<file path="config.mk">
export PLATFORM = sky130hd
export DESIGN_NAME = ascon_block_feeder_flat
export DESIGN_NICKNAME = d
export VERILOG_FILES = /design/src/rtl/ascon_pkg.sv /design/src/rtl/ascon_block_feeder_if.sv /design/src/rtl/ascon_block_feeder.sv /design/src/flat_wrapper.sv
export SDC_FILE = /design/constraint.sdc
export NUM_CORES = 1
export LEC_CHECK = 0
export ABC_AREA = 1
export CAP_MARGIN = 20
export CORE_MARGIN = 5
export CORE_UTILIZATION = 45
export DETAILED_ROUTE_END_ITERATION = 12
export PLACE_DENSITY = 0.79
export SLEW_MARGIN = 20
export SYNTH_ARGS = -nofsm -noshare
export SYNTH_HDL_FRONTEND = slang
export SYNTH_SLANG_ARGS = --single-unit
</file>
<file path="constraint.sdc">
create_clock -name clk -period 16.3 [get_ports clk]
set_clock_uncertainty 0.1 [all_clocks]
set_input_delay 3.26 -clock clk [delete_from_list [all_inputs] [get_ports clk]]
set_output_delay 3.26 -clock clk [all_outputs]
set_load 0.02 [all_outputs]
</file>
<file path="src/rtl/ascon_pkg.sv">
// ============================================================================
// Module      : ascon_pkg
// Description : Shared constants and types for the Ascon block feeder:
//               mode encodings, rate defaults, FSM state type and a rate
//               lookup helper.
// Revision    : 1.0 - initial release
// ============================================================================
`default_nettype none

package ascon_pkg;

    // Mode encodings carried on sel_type
    localparam logic [1:0] AEAD128 = 2'b00;
    localparam logic [1:0] HASH256 = 2'b01;
    localparam logic [1:0] XOF128  = 2'b10;
    localparam logic [1:0] CXOF128 = 2'b11;

    // Default block rates in bytes
    localparam int unsigned AEAD_RATE_BYTES = 16;
    localparam int unsigned HASH_RATE_BYTES = 8;

    // Feeder FSM state encoding
    typedef logic [1:0] state_t;
    localparam state_t ST_IDLE  = 2'd0;
    localparam state_t ST_FILL  = 2'd1;
    localparam state_t ST_ISSUE = 2'd2;
    localparam state_t ST_DONE  = 2'd3;

    // Block size in bytes for a given mode
    function automatic logic [31:0] rate_for(input logic [1:0]  sel,
                                             input int unsigned aead_rate,
                                             input int unsigned hash_rate);
        logic [31:0] r;
        case (sel)
            AEAD128:                   r = 32'(aead_rate);
            HASH256, XOF128, CXOF128:  r = 32'(hash_rate);
            default:                   r = 32'(hash_rate);
        endcase
        return r;
    endfunction

endpackage

`default_nettype wire

</file>
<file path="src/rtl/ascon_block_feeder_if.sv">
// ============================================================================
// Module      : ascon_block_feeder_if
// Description : 32-bit word stream into the block feeder (valid/ready).
//               master = upstream word source, slave = feeder.
// Revision    : 1.0 - initial release
// ============================================================================
`default_nettype none

interface ascon_block_feeder_if;
    logic        in_valid;
    logic [31:0] in_word;
    logic        in_ready;

    modport master (output in_valid, output in_word, input  in_ready);
    modport slave  (input  in_valid, input  in_word, output in_ready);
endinterface

`default_nettype wire

</file>
<file path="src/rtl/ascon_block_feeder.sv">
// ============================================================================
// Module      : ascon_block_feeder
// Description : Packs a byte stream arriving as 32-bit words into rate-sized,
//               right-aligned blocks for the Ascon absorb stage and strobes
//               process_en once per block. Always issues at least one block.
// Revision    : 1.0 - initial release
// ============================================================================
`default_nettype none

module ascon_block_feeder
    import ascon_pkg::*;
#(
    parameter int unsigned AEAD_RATE = AEAD_RATE_BYTES,
    parameter int unsigned HASH_RATE = HASH_RATE_BYTES
) (
    input  wire logic         clk,
    input  wire logic         rst_n,
    input  wire logic         start,
    input  wire logic [1:0]   sel_type_i,
    input  wire logic [31:0]  length_i,
    ascon_block_feeder_if.slave in_if,
    output logic [127:0]      data,
    output logic [31:0]       data_position,
    output logic [31:0]       data_length,
    output logic [1:0]        sel_type,
    output logic              process_en,
    output logic              busy,
    output logic              done
);

    state_t        state_q, state_d;
    logic [31:0]   pos_q,   pos_d;
    logic [31:0]   len_q,   len_d;
    logic [1:0]    sel_q,   sel_d;
    logic [127:0]  data_q,  data_d;
    logic [31:0]   fill_q,  fill_d;
    logic          pe_q,    pe_d;
    logic          busy_q,  busy_d;
    logic          done_q,  done_d;

    logic [31:0]   rate_w;
    logic [31:0]   remain_w;
    logic [31:0]   tgt_w;
    logic [31:0]   gap_w;
    logic [31:0]   k_w;
    logic          ready_w;
    logic [127:0]  packed_w;

    // Block target and per-word byte count; pos never exceeds len so remain is safe
    always_comb begin
        rate_w   = rate_for(sel_q, AEAD_RATE, HASH_RATE);
        remain_w = len_q - pos_q;
        tgt_w    = (remain_w < rate_w) ? remain_w : rate_w;
        gap_w    = tgt_w - fill_q;
        k_w      = (gap_w > 32'd4) ? 32'd4 : gap_w;
        ready_w  = (state_q == ST_FILL) && (fill_q < tgt_w);
    end

    assign in_if.in_ready = ready_w;

    // Shift-packer: append the top k bytes of the word, dropping the rest
    always_comb begin
        case (k_w)
            32'd1:   packed_w = {data_q[119:0], in_if.in_word[31:24]};
            32'd2:   packed_w = {data_q[111:0], in_if.in_word[31:16]};
            32'd3:   packed_w = {data_q[103:0], in_if.in_word[31:8]};
            default: packed_w = {data_q[95:0],  in_if.in_word};
        endcase
    end

    // Next-state logic for the IDLE/FILL/ISSUE/DONE sequencer
    always_comb begin
        state_d = state_q;
        pos_d   = pos_q;
        len_d   = len_q;
        sel_d   = sel_q;
        data_d  = data_q;
        fill_d  = fill_q;
        pe_d    = 1'b0;
        done_d  = 1'b0;
        case (state_q)
            ST_IDLE: begin
                if (start) begin
                    len_d   = length_i;
                    sel_d   = sel_type_i;
                    pos_d   = 32'd0;
                    data_d  = 128'd0;
                    fill_d  = 32'd0;
                    state_d = ST_FILL;
                end
            end
            ST_FILL: begin
                if (ready_w) begin
                    if (in_if.in_valid) begin
                        data_d = packed_w;
                        fill_d = fill_q + k_w;
                        if ((fill_q + k_w) == tgt_w) begin
                            state_d = ST_ISSUE;
                            pe_d    = 1'b1;
                        end
                    end
                end else begin
                    // Block already complete (covers the empty-message case)
                    state_d = ST_ISSUE;
                    pe_d    = 1'b1;
                end
            end
            ST_ISSUE: begin
                if (remain_w <= rate_w) begin
                    state_d = ST_DONE;
                    done_d  = 1'b1;
                end else begin
                    pos_d   = pos_q + rate_w;
                    data_d  = 128'd0;
                    fill_d  = 32'd0;
                    state_d = ST_FILL;
                end
            end
            ST_DONE: begin
                state_d = ST_IDLE;
            end
            default: begin
                state_d = ST_IDLE;
            end
        endcase
        busy_d = (state_d != ST_IDLE);
    end

    // State and output registers; reset aborts any job in progress
    always_ff @(posedge clk or negedge rst_n) begin
        if (!rst_n) begin
            state_q <= ST_IDLE;
            pos_q   <= 32'd0;
            len_q   <= 32'd0;
            sel_q   <= 2'd0;
            data_q  <= 128'd0;
            fill_q  <= 32'd0;
            pe_q    <= 1'b0;
            busy_q  <= 1'b0;
            done_q  <= 1'b0;
        end else begin
            state_q <= state_d;
            pos_q   <= pos_d;
            len_q   <= len_d;
            sel_q   <= sel_d;
            data_q  <= data_d;
            fill_q  <= fill_d;
            pe_q    <= pe_d;
            busy_q  <= busy_d;
            done_q  <= done_d;
        end
    end

    assign data          = data_q;
    assign data_position = pos_q;
    assign data_length   = len_q;
    assign sel_type      = sel_q;
    assign process_en    = pe_q;
    assign busy          = busy_q;
    assign done          = done_q;

endmodule

`default_nettype wire

</file>
<file path="src/flat_wrapper.sv">
// flat-port wrapper written by rule: the top's interface ports become plain ports
module ascon_block_feeder_flat import ascon_pkg::*;
#(
    parameter int unsigned AEAD_RATE = AEAD_RATE_BYTES,
    parameter int unsigned HASH_RATE = HASH_RATE_BYTES
)
  (clk, rst_n, start, sel_type_i, length_i, data, data_position, data_length, sel_type, process_en, busy, done, in_if_in_valid, in_if_in_word, in_if_in_ready);
  ascon_block_feeder_if in_if_i ();
  input  wire logic clk;
  input  wire logic rst_n;
  input  wire logic start;
  input  wire logic [1:0] sel_type_i;
  input  wire logic [31:0] length_i;
  output logic [127:0] data;
  output logic [31:0] data_position;
  output logic [31:0] data_length;
  output logic [1:0] sel_type;
  output logic process_en;
  output logic busy;
  output logic done;
  input wire logic [$bits(in_if_i.in_valid)-1:0] in_if_in_valid;
  input wire logic [$bits(in_if_i.in_word)-1:0] in_if_in_word;
  output wire logic [$bits(in_if_i.in_ready)-1:0] in_if_in_ready;
  assign in_if_i.in_valid = in_if_in_valid;
  assign in_if_i.in_word = in_if_in_word;
  assign in_if_in_ready = in_if_i.in_ready;
  ascon_block_feeder #(.AEAD_RATE(AEAD_RATE), .HASH_RATE(HASH_RATE)) u_core (.clk(clk), .rst_n(rst_n), .start(start), .sel_type_i(sel_type_i), .length_i(length_i), .in_if(in_if_i), .data(data), .data_position(data_position), .data_length(data_length), .sel_type(sel_type), .process_en(process_en), .busy(busy), .done(done));
endmodule
</file>
==> key figures <==
Drt
  • Via density: approximately 5.9
  • First drt pass iteration count: 6
  • M1 wire length: around 31000 um
  • 1st-iter DRT viols: roughly 3.2k
  • Top sig layer: met5
  • DR vias: 23.8k
  • Total Routed Length: 73900 um
  • Met3 routed WL: roughly 6600 um
  • Metal2 WL: about 33000 um
  • Avg WL per Cell: 18.5 um
  • DRC: 0
  • Detail Route Antenna Nets: 0

Finish
  • Share of layout cells above drive strength 1: between 3 and 4%
  • Final core occ: between 50% and 60%
  • Final instance area: between 0.02 and 0.03 mm^2
  • Diodes inserted: 0
  • Multi-input gate area: ~0.014 mm^2
  • Fillers: between 4k and 5k
  • Register Area: 0.00571 mm^2
  • Area grow syn2layout: 17.7%
  • Layout Nets: 3547

Outcome
  • Status: finished, final reports clean

Yosys
  • Distinct cells, synth: just under 60
  • Top FF cell, synth: dfrtp_1
  • Netlist Area Pre-Place: approximately 0.021 mm^2
  • Synth Area per Inst: about 6.6 um^2
  • Synth warn: 0
  • Synth Register Bits: 228
  • Sequential fraction of the synthesis area: between 20% and 30%
  • Post-synth EDFFs: 0
  • Post-Synthesis Cells: 3216
  • Asr flop ratio synth: 100%

Global routing
  • First-pass GRT wire length: approximately 120000 um
  • Initial antenna violation count: 1
  • Largest net degree at the start of global routing: roughly 260
  • GRT overflow: 0
  • GRT Resource Usage Total: a little over a quarter
  • Vias in the first global route: 21.4k

Power
  • Total power: 3.88 mW
  • Power Internal: between 1.5 and 2 mW
  • Flop pwr share: approximately 23%
  • Switching Fraction: between 50 and 60%
  • Logic pwr share: between 50 and 60%
  • PwrDens: ~150 mW/mm^2
  • Clock share of power: 17.9%
  • Worst VDD drop: roughly 100 uV
  • Static leakage: 11.0 nW
  • Psw: roughly 2.0 mW

Worst setup path
  • Critical path required time: approximately 13 ns
  • WS Path Type: flip-flop to output pin
  • Cell repeated most along the worst path: nand2_1
  • Worst-path fanout max: 5
  • Crit path buffers/inverters: 5
  • R2R Path Start: u_core.data_position[5]
  • CP startpoint kind: flip-flop
  • CP max stage delay: a little over 0.7 ns
  • Worst endpoint data arrival time: 6.27 ns
  • Levels on crit path: 27
  • Worst R2R Setup Slack: 7.32 ns
  • Worst r2r dst: u_core.state_q[0]
  • CP endpoint: in_if_in_ready
  • Delay-heaviest family, CP: simple AND/OR/NAND/NOR gates
  • Register-to-Register Path Depth: between 40 and 50
  • Slowest cell on crit path: clkdlybuf4s50_1
  • CP Capture Type: output pin
  • Worst setup path startpoint: u_core.data_position[5]

Floorplanning
  • Initial core utilization: 45.6%
  • Core Region: 0.0467 mm^2
  • IO Pins: ~270
  • Die area: a little over 0.05 mm^2
  • Die height: 227 um
  • Die width: 227 um
  • Num rows: 79

Place
  • Port Buffer Count: 264
  • Routability congestion estimate: about 0.95
  • DP Worst Slack: roughly 7.4 ns
  • Placement-stage cell area: around 0.024 mm^2
  • Hpwl dp: roughly 52000 um

Clocking
  • CTS Hold Bufs: 0
  • # clock sinks: between 200 and 250
  • Num CTS Buffers: 29
  • Root buffer cell: clkbuf_16
  • Post CTS Setup Buffer Count: 0
  • H-tree depth: 1
  • CTS tree: done
  • PostCTS Resize Cnt: 0
  • Worst skew pair latency: 0.59 ns
  • Max Root-Sink Buffers: 3
  • Worst-path clk slew: approximately 0.06 ns

Run
  • MaxCap Viol Count: 0

Timing
  • Min Tclk post-route: slightly below 10 ns
  • Final count of hold timing violations: 0
  • Setup Viol. Count Final: 0
  • Setup TNS Final: 0 ns
  • Slew Viols, Final: 0
  • Max_slew headroom: 23.3%
  • Final Cycle Share: 59.1%
  • Fmax: between 100 and 150 MHz
  • Tightest Pin Transition: about 1.1 ns
  • Unrepaired setup endpoints after global routing: false
  • Setup ws final: between 6 and 7 ns

Hold path
  • Worst hold path class: flip-flop to flip-flop
## layout by cell type (no fill, tap or decap), types with 5 or more instances in the layout
cell type / count
a211oi_1: 5
a21o_1: 8
a21oi_1: 90
a31oi_1: 5
and2_1: 5
buf_4: 13
clkbuf_1: 6
clkbuf_16: 29
clkbuf_8: 10
clkdlybuf4s50_1: 263
conb_1: 60
dfrtp_1: 228
ha_1: 96
inv_1: 294
inv_2: 9
nand2_1: 1015
nand3_1: 98
nand3b_1: 7
nand4_1: 561
nor2_1: 168
nor3_1: 32
nor4_1: 9
o21a_1: 131
o21ai_0: 69
o21ai_1: 6
o21bai_1: 10
o22ai_1: 24
o31ai_1: 14
xnor2_1: 33
xor2_1: 44
## Yosys cell counts (51+ instances only)
library cell / number / share of area (%)
nand3_1: 98 / 2.3
ha_1: 97 / 5.7
buf_2: 51 / 1.2
nor2_1: 168 / 3.0
inv_1: 296 / 5.2
nand2_1: 1015 / 18
a21oi_1: 90 / 2.1
nand4_1: 561 / 17
o21ai_0: 69 / 1.6
dfrtp_1: 228 / 27
clkbuf_1: 109 / 1.9
o21a_1: 131 / 4.6
## stage by stage
stage / std cells / hold WS (ns)
after global routing: 4006 / 0.417
after detailed placement: 3953 / 0.381
after global placement: 3953 / 0.364
final: 4006 / 0.389
after floorplan: 3274 / 0.386
after CTS: 4006 / 0.396
## worst min-delay path by stage
| stage | endpoint | cells after the start | slack, ns | startpoint |
|---|---|---|---|---|
| after global placement | u_core.data[120] | 2 | 0.36 | u_core.data[120] |
| after CTS | u_core.data[120] | 2 | 0.40 | u_core.data[120] |
| final | u_core.data[120] | 2 | 0.39 | u_core.data[120] |
| after global routing | u_core.data[126] | 2 | 0.42 | u_core.data[126] |
| after detailed placement | u_core.data[120] | 2 | 0.38 | u_core.data[120] |
| after floorplan | u_core.fill_q[0] | 2 | 0.39 | u_core.fill_q[0] |
## sequential cells by signal, indices dropped and copies added, names as in the netlist
signal / count
u_core.process_en: 1
u_core.data_position: 29
u_core.done: 1
u_core.sel_type: 2
u_core.fill_q: 32
u_core.data: 128
u_core.state_q: 2
u_core.data_length: 32
u_core.busy: 1
## tightest hold or removal path: stages, from the launching register on
cell	delay, ns
dfrtp_1	0.34
nand2_1	0.06
nand2_1	0.06
## cell type report
cell class	instances	share of cell area, %
clock inverters	8	0.560
flip-flops and latches	228	22.8
clock buffers	45	3.54
well taps	607	3.04
inverters	308	4.71
multi-input cells	2530	54.2
repair buffers	280	11.1
## routing by layer
layer / track usage [%] / up-vias
li1: - / 11370
met1: 38.5 / 11071
met2: 42.5 / 1161
met3: 4.62 / 151
met4: 9.14 / 2
met5: 0 / -
## power by group through the flow
stage	logic (mW)	clock network [mW]	registers (mW)
5_1_grt	2.53	0.724	0.910
6_report	2.29	0.692	0.899
3_5_place_dp	2.22	0	0.896
3_3_place_gp	2.22	0	0.896
4_1_cts	2.23	0.701	0.889
2_1_floorplan	1.46	0	0.942
## kinds of logic after synthesis
group                      count (synthesis)  share of synthesized area [%]
adders and majority gates                100                           5.99
DFF                                      228                           26.8
and+or+nand+nor                         1914                           42.0
other                                      2                         0.0353
xor gates and xnor gates                  77                           3.17
buffers and inverters                    516                           10.5
AOI/OAI and AO/OA                        379                           11.4
Note: power is estimated with default switching activity, not from simulation.
